### src/rtl/decode_pkg.sv
// rtl/decode_pkg.sv - shared encodings and types for the decode step controller
package decode_pkg;

    localparam logic [5:0] OPC_INVALID = 6'h3F;

    localparam logic [1:0] KIND_NONE = 2'd0;
    localparam logic [1:0] KIND_REG  = 2'd1;
    localparam logic [1:0] KIND_MEM  = 2'd2;

    typedef struct packed {
        logic        is_write;
        logic [31:0] addr;
        logic [31:0] data;
    } hint_t;

    typedef enum logic [1:0] {
        FC_NONE         = 2'd0,
        FC_BAD_OPC      = 2'd1,
        FC_BAD_HINT_CNT = 2'd2,
        FC_NO_WR_HINT   = 2'd3
    } fault_code_e;

    typedef enum logic [1:0] {
        ST_IDLE   = 2'd0,
        ST_DECODE = 2'd1,
        ST_HOLD   = 2'd2,
        ST_FAULT  = 2'd3
    } state_e;

endpackage

### src/rtl/decode_step_check.sv
// rtl/decode_step_check.sv - prioritised fault classification of one decoded step
module decode_step_check
    import decode_pkg::*;
(
    input  logic [1:0] hint_cnt_i,
    input  logic       wr_hint_i,
    input  logic [5:0] opc_i,
    input  logic [1:0] dest0_kind_i,
    input  logic [1:0] dest1_kind_i,
    output logic [1:0] fault_code_o
);

    fault_code_e code;

    // A malformed hint count masks everything else; a bad opcode masks the hint check.
    always_comb begin
        code = FC_NONE;
        if (hint_cnt_i == 2'd3) begin
            code = FC_BAD_HINT_CNT;
        end else if (opc_i == OPC_INVALID) begin
            code = FC_BAD_OPC;
        end else if (((dest0_kind_i == KIND_MEM) || (dest1_kind_i == KIND_MEM)) && !wr_hint_i) begin
            code = FC_NO_WR_HINT;
        end
    end

    assign fault_code_o = code;

endmodule

### src/rtl/decode_step_ctrl.sv
// rtl/decode_step_ctrl.sv - sequences trace steps through the external decode block
module decode_step_ctrl
    import decode_pkg::*;
#(
    parameter int CNT_W = 32
)
(
    input  logic             clk,
    input  logic             rst,
    input  logic             step_valid,
    output logic             step_ready,
    input  logic [95:0]      step_raw_instr,
    input  logic [255:0]     step_regs,
    input  logic [1:0]       step_hint_cnt,
    input  logic [64:0]      step_hint1,
    input  logic [64:0]      step_hint2,
    output logic [95:0]      dec_raw_instr,
    output logic [255:0]     dec_regs,
    output logic [64:0]      dec_hint1,
    output logic [64:0]      dec_hint2,
    input  logic [5:0]       dec_opc,
    input  logic [95:0]      dec_opnd,
    input  logic [67:0]      dec_dest,
    output logic             out_valid,
    input  logic             out_ready,
    output logic [5:0]       out_opc,
    output logic [95:0]      out_opnd,
    output logic [67:0]      out_dest,
    output logic [CNT_W-1:0] step_count,
    output logic             fault,
    output logic [1:0]       fault_code
);

    state_e            state_q, state_d;
    logic [95:0]       dec_raw_q;
    logic [255:0]      dec_regs_q;
    hint_t             dec_hint1_q, dec_hint2_q;
    hint_t             hint1_in, hint2_in;
    logic [1:0]        hint_cnt_q;
    logic              wr_hint_q;
    logic              out_valid_q;
    logic [5:0]        out_opc_q;
    logic [95:0]       out_opnd_q;
    logic [67:0]       out_dest_q;
    logic [CNT_W-1:0]  step_count_q;
    logic              fault_q;
    fault_code_e       fault_code_q;

    logic              rdy, accept, capture, out_fire, fault_set;
    logic              hint1_vld, hint2_vld, wr_hint_in;
    logic [1:0]        chk_code;

    assign hint1_in   = step_hint1;
    assign hint2_in   = step_hint2;
    assign hint1_vld  = (step_hint_cnt != 2'd0);
    assign hint2_vld  = step_hint_cnt[1];
    assign wr_hint_in = (hint1_vld && hint1_in.is_write) || (hint2_vld && hint2_in.is_write);

    decode_step_check u_check (
        .hint_cnt_i   (hint_cnt_q),
        .wr_hint_i    (wr_hint_q),
        .opc_i        (dec_opc),
        .dest0_kind_i (dec_dest[65:64]),
        .dest1_kind_i (dec_dest[67:66]),
        .fault_code_o (chk_code)
    );

    always_comb begin
        state_d   = state_q;
        rdy       = 1'b0;
        capture   = 1'b0;
        out_fire  = 1'b0;
        fault_set = 1'b0;
        case (state_q)
            ST_IDLE: begin
                rdy = 1'b1;
                if (step_valid) state_d = ST_DECODE;
            end
            ST_DECODE: begin
                if (chk_code != FC_NONE) begin
                    fault_set = 1'b1;
                    state_d   = ST_FAULT;
                end else begin
                    capture = 1'b1;
                    state_d = ST_HOLD;
                end
            end
            ST_HOLD: begin
                if (out_ready) begin
                    out_fire = 1'b1;
                    rdy      = 1'b1;
                    state_d  = step_valid ? ST_DECODE : ST_IDLE;
                end
            end
            default: state_d = ST_FAULT;
        endcase
    end

    assign accept = step_valid && rdy;

    always_ff @(posedge clk or posedge rst) begin
        if (rst) begin
            state_q      <= ST_IDLE;
            dec_raw_q    <= '0;
            dec_regs_q   <= '0;
            dec_hint1_q  <= '0;
            dec_hint2_q  <= '0;
            hint_cnt_q   <= '0;
            wr_hint_q    <= 1'b0;
            out_valid_q  <= 1'b0;
            out_opc_q    <= '0;
            out_opnd_q   <= '0;
            out_dest_q   <= '0;
            step_count_q <= '0;
            fault_q      <= 1'b0;
            fault_code_q <= FC_NONE;
        end else begin
            state_q <= state_d;
            if (accept) begin
                dec_raw_q   <= step_raw_instr;
                dec_regs_q  <= step_regs;
                dec_hint1_q <= hint1_vld ? hint1_in : '0;
                dec_hint2_q <= hint2_vld ? hint2_in : '0;
                hint_cnt_q  <= step_hint_cnt;
                wr_hint_q   <= wr_hint_in;
            end
            if (capture) begin
                out_valid_q <= 1'b1;
                out_opc_q   <= dec_opc;
                out_opnd_q  <= dec_opnd;
                out_dest_q  <= dec_dest;
            end else if (out_fire) begin
                out_valid_q <= 1'b0;
            end
            if (out_fire) step_count_q <= step_count_q + CNT_W'(1);
            if (fault_set) begin
                fault_q      <= 1'b1;
                fault_code_q <= fault_code_e'(chk_code);
            end
        end
    end

    // Held low during reset so nothing is accepted until the controller is live.
    assign step_ready    = rdy && !rst;
    assign dec_raw_instr = dec_raw_q;
    assign dec_regs      = dec_regs_q;
    assign dec_hint1     = dec_hint1_q;
    assign dec_hint2     = dec_hint2_q;
    assign out_valid     = out_valid_q;
    assign out_opc       = out_opc_q;
    assign out_opnd      = out_opnd_q;
    assign out_dest      = out_dest_q;
    assign step_count    = step_count_q;
    assign fault         = fault_q;
    assign fault_code    = fault_code_q;

endmodule

### config.mk
export PLATFORM = sky130hd
export DESIGN_NAME = decode_step_ctrl
export DESIGN_NICKNAME = d
export VERILOG_FILES = /design/src/rtl/decode_pkg.sv /design/src/rtl/decode_step_check.sv /design/src/rtl/decode_step_ctrl.sv
export SDC_FILE = /design/constraint.sdc
export NUM_CORES = 1
export LEC_CHECK = 0
export ABC_AREA = 1
export CAP_MARGIN = 20
export CELL_PAD_IN_SITES_DETAIL_PLACEMENT = 1
export CELL_PAD_IN_SITES_GLOBAL_PLACEMENT = 1
export CORE_AREA = 2 2 519 521
export DETAILED_ROUTE_END_ITERATION = 16
export DIE_AREA = 0 0 521 523
export GPL_TIMING_DRIVEN = 0
export PLACE_DENSITY = 0.37
export RECOVER_POWER = 100
export REMOVE_ABC_BUFFERS = 1
export SYNTH_ARGS = -nofsm -noshare
export SYNTH_HDL_FRONTEND = slang
export SYNTH_HIERARCHICAL = 1
export SYNTH_SLANG_ARGS = --single-unit
### constraint.sdc
create_clock -name clk -period 65.1 [get_ports clk]
set_input_delay 13.02 -clock clk [delete_from_list [all_inputs] [get_ports clk]]
set_output_delay 13.02 -clock clk [all_outputs]
set_load 0.02 [all_outputs]
==> impl_metrics.py, run 1 <==
metrics = {
    "clocking": {
        "numCtsBuffers": 103,
        "cts_hold_buf": 0,
        "cts.sinks": 693,
        "cts-root-buf": "clkbuf_16",
        "path_clk_slew_ns": 0.06,
        "htreeDepth": 3,
        "cts_tree": "built",
        "cts_resized": 0,
        "clk_path_buf_depth": 3,
        "worst_skew_pair.late_latency_ns": 0.73,
        "cts_setup_buffers": 0,
    },
    "floorplan": {
        "initial_core_util_pct": 10.0,
        "die_area_sq_mm": 0.272,
        "io_pins": 1347,
        "core-area_sq_mm": 0.267,
        "row_count": 190,
        "die-height_microns": 523,
        "die_w_microns": 521,
    },
    "sta": {
        "fin_crit_sh_pct": 43.9,
        "layout_setup_ws_ns": 36.55,
        "slew-limit-headroom_pct": -334,
        "rsz0062_at_grt": "no",
        "drv_slew": 1581,
        "skew_ns": 0.0208,
        "setup_viol": 0,
        "max_freq_mhz": 35.0,
        "final.min_clock_period_ns": 28.55,
        "tns_ns": 0,
        "hold_viol_final": 0,
        "timing_worst_slew_pin_value_ns": 6.52,
    },
    "power": {
        "p_per_area_mw_per_mm2": 47.2,
        "irDropWorstVdd_uv": 19.7,
        "leakage_nw": 22.8,
    },
    "setup_path": {
        "critPathKind": "input port to flop",
        "r2r_slack_ns": 49.65,
        "critPathArrivalTime_ns": 29.13,
        "crit_slowest_cell": "clkbuf_1",
        "cp_cell_sequence": "dlygate4sd3_1 -> nand2_1 -> nor2_1 -> nand2_1 -> a21oi_1 -> nor2_1 -> nand2_8 -> clkbuf_1 -> clkbuf_1 -> clkinvlp_2 -> clkbuf_1 -> nand2_1 -> nand2_1",
        "rr_worst_depth": 11,
        "cpMostUsedCell": "nand2_1",
        "end_kind": "flop",
        "crit_fanout": 115,
        "cpPeakStageDelay_ns": 3.70,
        "worstPathRequired_ns": 65.68,
        "cp-start-kind": "input port",
    },
    "place": {
        "place_congestion": 0.810,
        "dpl_worst_slack_ns": 37.33,
        "io_buffers": 1346,
        "hpwlAfterDp_microns": 146000,
    },
    "detailed_routing": {
        "dr_total_vias": 26200,
        "drc": 0,
        "avgViaCountPerCell": 3.26,
        "wl_per_cell_microns": 23.1,
        "dr.first_iter.drc_count": 1057,
        "ant_nets": 0,
        "drt_pre_antenna_iters": 4,
        "wl_microns": 185000,
    },
    "grt": {
        "grt_pass1_vias": 28200,
        "antenna_found_initial": 131,
        "grt_overflow": 0,
        "grt_pass1_wl_microns": 249000,
        "track_usage_pct": 13.2,
        "grt_max_degree": 124,
    },
    "job": {
        "maxCapViolCount": 19,
    },
    "layout": {
        "finish.net_count": 5030,
        "areaGrowthSynthToFinish_pct": 78.3,
        "drive_gt1_share_pct": 4.18,
    },
    "run_status": {
        "violations": "max-capacitance violations, max-slew violations",
        "status": "complete, but fails checks",
    },
    "yosys": {
        "synth.avg_cell_area_sq_um": 8.81,
        "yosysWarnings": 6,
        "synth_cell_types": 29,
        "ys_seq_area_share_pct": 64.7,
        "synth_seq_cells": 693,
        "syn-instance-count": 3042,
        "synth_area_sq_mm": 0.0268,
    },
    "worst_hold_path": {
        "hold_class": "flop to flop",
        "whs_path_depth": 2,
    },
}
[path summary, 6_finish.rpt]
path	from	end
max	dec_opc[2]	out_dest[23]
min	dec_regs[113]	dec_regs[113]
max reg2reg	wr_hint_q	out_dest[23]
min reg2reg	dec_regs[113]	dec_regs[113]
max in group asynchronous	rst	dec_regs[62]
min in group asynchronous	rst	dec_regs[227]
[power by group]
part           switching [mW]  internal (mW)  total, mW
sequential              0.107          0.618      0.725
clock                   0.239          0.341      0.580
combinational           0.586          0.363      0.950
[cell families (layout without fill, tap and decap cells)]
group / count (synthesis) / after routing / share of synthesized area (%)
other cells: 0 / 33 / 0
simple gates: 2120 / 2120 / 30.6
flops: 693 / 693 / 64.7
buf+inv: 197 / 1607 / 3.71
fa+ha+maj: 1 / 1 / 0.0467
xor+xnor: 22 / 22 / 0.719
compound gates: 9 / 9 / 0.201
[cells in the mapped netlist]
cell,instances,area share (%)
nand2_1,1917,27
dfrtp_1,693,65
nand3_1,145,2.7
buf_2,88,1.6
inv_1,37,0.52
buf_4,36,1.0
nor2_1,33,0.46
clkbuf_1,28,0.39
xor2_1,13,0.42
xnor2_1,9,0.29
nand4_1,8,0.19
nor3_1,5,0.093
nor2_2,4,0.093
buf_1,3,0.042
inv_2,3,0.042
nand2_2,3,0.070
a21oi_1,2,0.037
nor2_4,2,0.084
o21ai_0,2,0.037
o21ai_1,2,0.037
a21oi_2,1,0.033
and2_1,1,0.023
buf_6,1,0.042
clkinv_2,1,0.019
ha_1,1,0.047
nand3_4,1,0.065
o211ai_1,1,0.028
o31ai_1,1,0.028
or2_2,1,0.023
[routing by layer]
| metal | wire [microns] | GRT usage [%] |
|---|---|---|
| met1 | 68400 | 14.1 |
| met2 | 85100 | 21.3 |
| met3 | 25300 | 8.36 |
| met4 | 5860 | 4.04 |
| met5 | 621 | 0.225 |
[metrics by stage]
stage / hold slack [ns] / power [mW] / cells / utilization (%) / cell area (sq um)
detailed placement: 0.457 / 1.78 / 7818 / 16.8 / 44700
global route: 0.479 / 2.40 / 8010 / 17.9 / 47700
CTS: 0.472 / 2.40 / 8004 / 18.0 / 48100
floorplan: 0.442 / 1.13 / 2886 / - / 26000
finish: 0.462 / 2.26 / 8037 / 17.9 / 47800
global placement: 0.455 / 1.79 / 7784 / 16.4 / 43900
[flip-flops by register name, indices dropped and copies added (netlist names)]
signal	flops
dec_raw_instr	96
wr_hint_q	1
out_opc	6
out_valid	1
state_q	2
hint_cnt_q	2
dec_hint2	65
out_dest	68
out_opnd	96
dec_regs	256
fault	1
fault_code	2
step_count	32
dec_hint1	65
[cell usage in the layout (no fill, tap or decap), types with 2 or more instances in the layout]
| cell type | instances |
|---|---|
| nand2_1 | 1919 |
| dfrtp_1 | 693 |
| dlygate4sd3_1 | 692 |
| clkdlybuf4s50_1 | 653 |
| nand3_1 | 146 |
| clkbuf_16 | 105 |
| clkbuf_1 | 43 |
| nor2_1 | 38 |
| inv_1 | 36 |
| diode_2 | 33 |
| clkbuf_8 | 19 |
| clkinv_2 | 16 |
| buf_12 | 14 |
| xor2_1 | 13 |
| xnor2_1 | 9 |
| nand4_1 | 8 |
| bufinv_16 | 6 |
| nor3_1 | 5 |
| clkinvlp_4 | 5 |
| clkinvlp_2 | 4 |
| o21ai_0 | 4 |
| buf_16 | 4 |
| a21oi_1 | 3 |
| clkinv_8 | 2 |
| clkinv_4 | 2 |
| inv_16 | 2 |
| inv_6 | 2 |
[critical path: cells and delay by family]
family / cells / cell delay, ns
buf+inv: 5 / 13.02
compound gates: 1 / 0.27
simple gates: 7 / 2.14
[cell type report]
cell class                 instances  area, sq um
timing repair buffer            1380        13900
clock buffer                     151         2990
fill                           31100       219000
clock inverter                    35          405
sequential                       693        17300
antenna                           33         82.6
tap                             3552         4440
multi-input combinational       2152         8450
inverter                          41          159
No activity file was read; power rests on OpenSTA's default activity.
==> inputs of run 2 (changes only) <==
--- a/config.mk
+++ b/config.mk
@@ -9,9 +9,9 @@
 export CAP_MARGIN = 20
 export CELL_PAD_IN_SITES_DETAIL_PLACEMENT = 1
 export CELL_PAD_IN_SITES_GLOBAL_PLACEMENT = 1
-export CORE_AREA = 2 2 519 521
+export CORE_AREA = 2 2 521 523
 export DETAILED_ROUTE_END_ITERATION = 16
-export DIE_AREA = 0 0 521 523
+export DIE_AREA = 0 0 523 525
 export GPL_TIMING_DRIVEN = 0
 export PLACE_DENSITY = 0.37
 export RECOVER_POWER = 100
==> constraint.sdc (replaced) <==
create_clock -name clk -period 29.1 [get_ports clk]
set_input_delay 5.82 -clock clk [delete_from_list [all_inputs] [get_ports clk]]
set_output_delay 5.82 -clock clk [all_outputs]
set_load 0.02 [all_outputs]
==> impl_metrics.py, run 2 (synthesis results as in run 1) <==
metrics = {
    "clocking": {
        "clk_path_buf_depth": 3,
        "path_clk_slew_ns": 0.06,
        "numCtsBuffers": 104,
        "cts_hold_buf": 0,
        "cts_tree": "built",
        "cts_resized": 0,
        "worst_skew_pair.late_latency_ns": 0.73,
        "cts-root-buf": "clkbuf_16",
        "htreeDepth": 3,
        "cts_setup_buffers": 0,
        "cts.sinks": 693,
    },
    "detailed_routing": {
        "dr.first_iter.drc_count": 1026,
        "ant_nets": 0,
        "wl_microns": 188000,
        "drt_pre_antenna_iters": 4,
        "avgViaCountPerCell": 3.26,
        "wl_per_cell_microns": 23.3,
        "dr_total_vias": 26200,
        "drc": 0,
    },
    "run_status": {
        "status": "complete, but fails checks",
        "violations": "max-capacitance violations, max-slew violations",
    },
    "sta": {
        "whs_ns": 0.462,
        "fin_crit_sh_pct": 63.8,
        "timing_worst_slew_pin_value_ns": 6.50,
        "slew-limit-headroom_pct": -334,
        "hold_viol_final": 0,
        "setup_viol": 0,
        "skew_ns": 0.0265,
        "drv_slew": 1222,
        "tns_ns": 0,
        "max_freq_mhz": 53.9,
        "rsz0062_at_grt": "no",
        "final.min_clock_period_ns": 18.56,
    },
    "power": {
        "p_per_area_mw_per_mm2": 105,
        "leakage_nw": 22.9,
        "p_comb_share_pct": 42.3,
        "power.internal_mw": 2.94,
        "power.total_mw": 5.04,
        "switching_share_pct": 41.7,
        "p_seq_share_pct": 32.2,
        "irDropWorstVdd_uv": 47.1,
        "p_clk_share_pct": 25.4,
        "p_sw_mw": 2.10,
    },
    "grt": {
        "grt_pass1_wl_microns": 252000,
        "grt_max_degree": 130,
        "grt_pass1_vias": 28100,
        "grt_overflow": 0,
        "antenna_found_initial": 124,
        "track_usage_pct": 13.3,
    },
    "layout": {
        "fill_cells": 31300,
        "areaGrowthSynthToFinish_pct": 78.4,
        "largest_reg_flops": 256,
        "most-common-layout-cells": "nand2_1, dfrtp_1, dlygate4sd3_1, clkdlybuf4s50_1, nand3_1",
        "drive_gt1_share_pct": 4.13,
        "multi_input_area_sq_mm": 0.00843,
        "finish.net_count": 5029,
        "fin_util_pct": 17.8,
        "seqCellArea_sq_mm": 0.0173,
        "layout_commonest_cell": "nand2_1",
    },
    "worst_hold_path": {
        "hold_class": "flop to flop",
    },
    "setup_path": {
        "end_kind": "flop",
        "crit_fanout": 129,
        "critPathKind": "input port to flop",
        "cp-start-kind": "input port",
        "worstPathRequired_ns": 29.70,
        "critPathArrivalTime_ns": 19.15,
    },
    "floorplan": {
        "io_pins": 1347,
        "die_area_sq_mm": 0.275,
        "row_count": 191,
        "die_w_microns": 523,
        "initial_core_util_pct": 9.95,
        "core-area_sq_mm": 0.269,
        "die-height_microns": 525,
    },
    "job": {
        "maxCapViolCount": 16,
    },
    "place": {
        "place_congestion": 0.858,
        "hpwlAfterDp_microns": 147000,
        "io_buffers": 1346,
    },
}
-- run 2: cell types whose count changed in the layout (fill, tap and decap cells not counted), sizes merged --
| cell | change |
|---|---|
| inv | -1 |
| bufinv | -4 |
| clkinv | -3 |
| clkbuf | +5 |
| buf | +3 |
| diode | -1 |
| clkinvlp | -2 |
-- run 2: critical path, stage by stage --
cell and delay, ns:
dlygate4sd3_1 0.55, inv_1 0.06, nand2_1 0.05, nand2_1 0.07
nor2_1 1.63, clkbuf_1 1.17, clkinvlp_2 3.75, clkbuf_1 2.29
clkbuf_1 2.79, nand2_1 0.63, nand2_1 0.11
-- run 2: stage by stage --
stage / setup WS (ns) / cell area, sq um / std cells
2_1_floorplan: 3.85 / 26000 / 2886
3_3_place_gp: -19.28 / 43900 / 7802
3_5_place_dp: 15.43 / 44700 / 7834
4_1_cts: 15.43 / 48100 / 8020
5_1_grt: 8.61 / 47800 / 8023
6_report: 10.54 / 47800 / 8052
-- run 2: final timing paths --
check                      cells past startpoint       endpoint  slack [ns]          start
max reg2reg                                    9  dec_regs[107]       15.80     state_q[1]
max in group asynchronous                      4  dec_hint1[61]       12.61            rst
max                                           11  dec_regs[107]       10.54      out_ready
min in group asynchronous                      2    dec_regs[9]        6.59            rst
min                                            2  dec_regs[146]        0.46  dec_regs[146]
min reg2reg                                    2  dec_regs[146]        0.46  dec_regs[146]
-- run 2: metal layers --
layer	global-route usage (%)	vias to the layer above	part of all wire, %
met2	21.8	1052	46
met3	8.58	274	14
met5	0	-	0.22
li1	-	12000	-
met4	2.11	66	1.5
met1	14.5	12900	38
-- run 2: cell type report --
class                      count  area share, %
tap                         3570           9.34
clock inverter                25          0.610
multi-input combinational   2152           17.6
timing repair buffer        1378           29.2
inverter                      41          0.332
antenna                       32          0.167
sequential                   693           36.3
clock buffer                 161           6.43
-- run 2: power groups by stage --
stage                     combinational, mW  clock [mW]  sequential, mW
after floorplan                       0.415           0            2.12
after global placement                 2.37           0            1.66
after detailed placement               2.33           0            1.66
after CTS                              2.35        1.36            1.65
after global routing                   2.31        1.38            1.69
final                                  2.13        1.28            1.62
